==> src/rtl/fetch_queue_unit.sv <==
// fetch_queue_unit
// Instruction-fetch front end. It owns the PC and issues one sequential
// fetch per cycle to a synchronous instruction memory that has a fixed
// one-cycle latency. Each returned instruction is buffered with its PC in a
// small FIFO. Decode drains the FIFO through a valid/ready handshake. A
// redirect reloads the PC and discards everything that is buffered or in
// flight.
//
// Ports:
//   Clk          clock, rising edge
//   Clr          asynchronous active-high reset
//   imem_req     fetch request strobe (combinational)
//   imem_addr    fetch address, equal to the PC register, word aligned
//   imem_rdata   instruction data, valid the cycle after a request
//   redir_valid  redirect strobe (taken branch or jump)
//   redir_pc     redirect target; the low 2 bits are ignored
//   inst_valid   FIFO head holds a valid instruction (combinational)
//   inst         instruction at the FIFO head
//   inst_pc      PC of the instruction at the FIFO head
//   inst_ready   decode accepts the head entry this cycle
module fetch_queue_unit #(
    parameter int unsigned ADDR_W   = 32,
    parameter int unsigned DATA_W   = 32,
    parameter logic [ADDR_W-1:0] RESET_PC = '0,
    parameter int unsigned DEPTH    = 4
) (
    input  logic              Clk,
    input  logic              Clr,
    output logic              imem_req,
    output logic [ADDR_W-1:0] imem_addr,
    input  logic [DATA_W-1:0] imem_rdata,
    input  logic              redir_valid,
    input  logic [ADDR_W-1:0] redir_pc,
    output logic              inst_valid,
    output logic [DATA_W-1:0] inst,
    output logic [ADDR_W-1:0] inst_pc,
    input  logic              inst_ready
);

    localparam int unsigned AW    = $clog2(DEPTH);
    localparam int unsigned PTR_W = AW + 1;
    localparam int unsigned OCC_W = PTR_W + 1;

    logic [ADDR_W-1:0] pc;
    logic              inflight;
    logic [ADDR_W-1:0] inflight_pc;
    logic [PTR_W-1:0]  rd_ptr;
    logic [PTR_W-1:0]  wr_ptr;

    logic [DATA_W-1:0] mem_data [DEPTH];
    logic [ADDR_W-1:0] mem_pc   [DEPTH];

    logic [PTR_W-1:0]  count;
    logic [OCC_W-1:0]  occ;
    logic              pop;
    logic              wr_en;

    // Occupancy after this cycle: buffered + in flight - consumed.
    // A request is issued only while a slot is guaranteed for its response.
    always_comb begin
        count      = wr_ptr - rd_ptr;
        inst_valid = (count != '0) && !redir_valid && !Clr;
        pop        = inst_valid && inst_ready;
        occ        = OCC_W'(count) + OCC_W'(inflight) - OCC_W'(pop);
        imem_req   = !Clr && !redir_valid && (occ < OCC_W'(DEPTH));
        wr_en      = inflight && !redir_valid;
        imem_addr  = pc;
        inst       = mem_data[rd_ptr[AW-1:0]];
        inst_pc    = mem_pc[rd_ptr[AW-1:0]];
    end

    // PC, in-flight tracking and FIFO pointers. A redirect overrides
    // issue, response write and pop.
    always_ff @(posedge Clk or posedge Clr) begin
        if (Clr) begin
            pc          <= RESET_PC;
            inflight    <= 1'b0;
            inflight_pc <= RESET_PC;
            rd_ptr      <= '0;
            wr_ptr      <= '0;
        end else if (redir_valid) begin
            pc       <= redir_pc & ~ADDR_W'(3);
            rd_ptr   <= wr_ptr;
            inflight <= 1'b0;
        end else begin
            if (imem_req) begin
                inflight    <= 1'b1;
                inflight_pc <= pc;
                pc          <= pc + ADDR_W'(4);
            end else begin
                inflight <= 1'b0;
            end
            if (wr_en) begin
                wr_ptr <= wr_ptr + PTR_W'(1);
            end
            if (pop) begin
                rd_ptr <= rd_ptr + PTR_W'(1);
            end
        end
    end

    // FIFO storage. No reset is needed because the pointers qualify every entry.
    always_ff @(posedge Clk) begin
        if (wr_en) begin
            mem_data[wr_ptr[AW-1:0]] <= imem_rdata;
            mem_pc[wr_ptr[AW-1:0]]   <= inflight_pc;
        end
    end

endmodule

==> config.mk <==
export PLATFORM = sky130hd
export DESIGN_NAME = fetch_queue_unit
export DESIGN_NICKNAME = d
export VERILOG_FILES = /design/src/rtl/fetch_queue_unit.sv
export SDC_FILE = /design/constraint.sdc
export NUM_CORES = 1
export LEC_CHECK = 0
export CORE_MARGIN = 1
export CORE_UTILIZATION = 55
export CTS_CLUSTER_DIAMETER = 120
export DETAILED_ROUTE_END_ITERATION = 12
export GPL_TIMING_DRIVEN = 0
export PLACE_DENSITY = 0.77
export REMOVE_ABC_BUFFERS = 1
export SYNTH_ARGS = -nofsm -noshare
export SYNTH_HDL_FRONTEND = slang
export SYNTH_SLANG_ARGS = --single-unit
export TNS_END_PERCENT = 100
==> constraint.sdc <==
create_clock -name Clk -period 6.05 [get_ports Clk]
set_input_delay 0.9075 -clock Clk [delete_from_list [all_inputs] [get_ports Clk]]
set_output_delay 0.9075 -clock Clk [all_outputs]
set_load 0.05 [all_outputs]
==> summary.md <==
| Metric | Value |
|---|---|
| Status | complete, no violations |
| Ratio of cells with drive above 1 in the final layout | 14.4% |
| Slew @ Worst Pin | about 1.3 ns |
| Area Growth Syn to Fin | 25.0% |
| Total global routing overflow | 0 |
| Via count | ~7,200 |
| CTS Hold Buffers Added | 0 |
| WP data arrival | just under 5 ns |
| Ports | around 170 |
| Relative slew slack | between 10% and 20% |
| Final worst-path cycle share | 95.5% |
| TritonCTS buffer count | 34 |
| DP Area | 0.0145 mm² |
| Fin crit period | 5.78 ns |
| Clock-pin slew on the worst setup and hold paths | approximately 0.060 ns |
| Hold WC Path Type | register to register |
| Design Area, Final | approximately 0.016 mm² |
| Cell Count, Final, Fillers Out | between 1,000 and 1,500 |
| 1st-pass router iterations | 5 |
| Reg2reg start | wr_ptr[0] |
| Clock latency on the worst-skew pair | 0.50 ns |
| Worst clock skew | 0.0147 ns |
| Height of the chip | ~150 µm |
| Syn avg cell area | 16.9 µm² |
| Fin nets | 992 |
| Crit. Startpoint | wr_ptr[0] |
| Post-synth cell types | 49 |
| Type of the worst setup path | register to primary output |
| RSZ-0062 raised after global routing | no |
| Startpoint type of the worst setup path | register |
| Post-synthesis cell area | 0.0125 mm² |
| PortBufs | 159 |
| Post-synthesis cell count | ~740 |
| Core area | approximately 0.022 mm² |
| DP Cell Count | between 1,000 and 1,500 |
| Post-DP HPWL | between 15 and 20 mm |
| Antenna violations before repair | 0 |
| Dominant cell type by area after synthesis | edfxtp_1 |
| Power per Cell Area | 479 mW/mm² |
| Post-synthesis sequential area ratio | 72.7% |
| CTS root buf | clkbuf_16 |
| Tot Pwr | 7.51 mW |
| Max rail drop VDD | 297 µV |
| Starting Density | 56.8% |
| Final hold viol count | 0 |
| Drt drc | 0 |
| Synth top area share | between 50% and 60% |
| Clk buf depth | 3 |
| Horiz. Die Dim | about 150 µm |
| Via density | roughly 5.9 |
| Largest net degree at the start of global routing | between 60 and 70 |
| Max cap viols | 0 |
| Die ar. | 0.0234 mm² |
| Warnings, synthesis | 0 |
| Fmax | 173 MHz |
| Startpoint of the worst hold path | wr_ptr[2] |
| Core Util, Final | 71.0% |
| Drt total wl | 25.5 mm |
| Most frequent cells in the layout | edfxtp_1 (248), clkdlybuf4s50_1 (157), nand2_1 (109) |
| CTS tree | done |
| Seq cells post-synth | 315 |
| Critical Path Sink Type | primary output |
| Post-synth EDFFs | about 250 |
| Final ANT Viol Nets | 0 |
| GPL Wtd Cong | 0.879 |
| Total track usage | 22.7% |
| Number of global-route vias before repair | 7,292 |
| Pre-CTS setup slack | -0.508 ns |
| # H-tree levels | 2 |
| Ant. Diodes | 0 |
| First-pass GRT wire length | 40.5 mm |
| Sinks on the clock net | about 320 |
| PnR worst setup slack | 0.270 ns |
| Post-synth top flop | edfxtp_1 |
| Asr flop ratio synth | 21.3% |
| Leading post-synthesis cells by cell area | edfxtp_1 (59%), dfrtp_1 (13%), mux4_2 (11%), nand2_1 (3.3%), a31oi_1 (1.1%) |
| WL/cell | 21.0 µm |
| Final Slew Violations | 0 |
| P_leak | about 5.5 nW |
| Worst endpoint required time | around 5 ns |
| Commonest non-fill, non-tap cell in the layout | edfxtp_1 |
| Worst-path fanout max | 45 |
| Setup violators final | 0 |
| # rows | 54 |
| Initial drt markers | 589 |
-- path summary, 6_finish.rpt --
| kind | slack, ns | to | cells after the start |
|---|---|---|---|
| min | 0.50 | wr_ptr[2] | 1 |
| max reg2reg | 0.92 | imem_addr[29] | 16 |
| min reg2reg | 0.50 | wr_ptr[2] | 1 |
| max in group asynchronous | 4.23 | rd_ptr[0] | 2 |
| min in group asynchronous | 1.17 | imem_addr[26] | 2 |
| max | 0.27 | imem_req | 16 |
-- power by group --
group | total [mW] | switching, mW | internal (mW)
Combinational | 2.66 | 1.68 | 0.983
Clock | 2.02 | 0.783 | 1.23
Sequential | 2.84 | 0.210 | 2.63
Total | 7.51 | 2.67 | 4.84
-- worst max-delay path, stage by stage, from the launching register on --
cell and delay (ns):
dfrtp_1 0.41, inv_1 0.13, ha_1 0.21, fa_1 0.38, xnor3_2 0.34, a311oi_2 0.37
nand2_1 0.18, inv_1 0.09, ha_1 0.14, inv_1 0.04, ha_1 0.27, and3b_1 0.21
or4_4 0.54, and3_2 0.38, buf_12 0.24, inv_1 0.07, clkdlybuf4s15_2 0.36
-- cell usage after synthesis, drive strengths merged (2+ instances only) --
| master | count |
|---|---|
| mux4 | 62 |
| and4 | 4 |
| or3 | 6 |
| and3 | 9 |
| nor3 | 2 |
| buf | 9 |
| nand4b | 2 |
| edfxtp | 248 |
| inv | 15 |
| xnor2 | 9 |
| o21ai | 23 |
| and2 | 7 |
| o211ai | 2 |
| clkbuf | 31 |
| a41o | 2 |
| ha | 10 |
| o31ai | 8 |
| nor4 | 4 |
| nand2 | 109 |
| xor2 | 3 |
| nor4b | 2 |
| dfrtp | 67 |
| a31oi | 23 |
| nor2 | 23 |
| nand3 | 13 |
| nand4 | 15 |
| a311oi | 3 |
| o2111ai | 5 |
| or4 | 12 |
| nor2b | 2 |
-- routing by layer --
layer,wire (µm),track usage (%),share of wire (%)
met5,0,0,0
met4,467,6.25,1.8
met3,1780,4.28,7.0
met2,12500,36.9,49
met1,10800,31.7,42
-- cell families (layout without fill, tap and decap cells) --
logic type | after synthesis | count (layout) | share of synthesized area [%]
buf+inv | 55 | 246 | 1.83
simple gates | 213 | 213 | 8.19
xor+xnor | 13 | 13 | 1.03
fa+ha+maj | 11 | 11 | 1.16
compound gates | 73 | 73 | 3.85
flops | 315 | 315 | 72.7
mux | 63 | 63 | 11.2
other cells | 1 | 4 | 0.0299
-- flip-flops by register name, indices dropped and copies added, names as in the netlist --
| name | flops |
|---|---|
| imem_addr | 30 |
| inflight | 1 |
| inflight_pc | 30 |
| mem_data | 128 |
| mem_pc | 120 |
| rd_ptr | 3 |
| wr_ptr | 3 |
-- cell type report --
type                            instances  area, µm²
Timing Repair Buffer                  170       1820
Multi-Input combinational cell        377       3220
Sequential cell                       315       9130
Tap cell                              280        350
Fill cell                            1418       6410
Inverter                               15       58.8
Clock buffer                           48        955
Clock inverter                         13        148
-- timing repair --
item | CTS | global route
gates resized for setup | 5 | 0
endpoints found under the setup margin | 1 | 1
buffers inserted | 1 | 3
endpoints found under the hold margin | 0 | 0
-- per-stage QoR --
step	hold WS, ns	setup TNS, ns
6_report	0.496	0
5_1_grt	0.526	0
4_1_cts	0.500	0
3_5_place_dp	0.491	-0.508
3_3_place_gp	0.490	-173.64
2_1_floorplan	0.465	-115.32
Note: power is estimated with default switching activity, not from simulation.
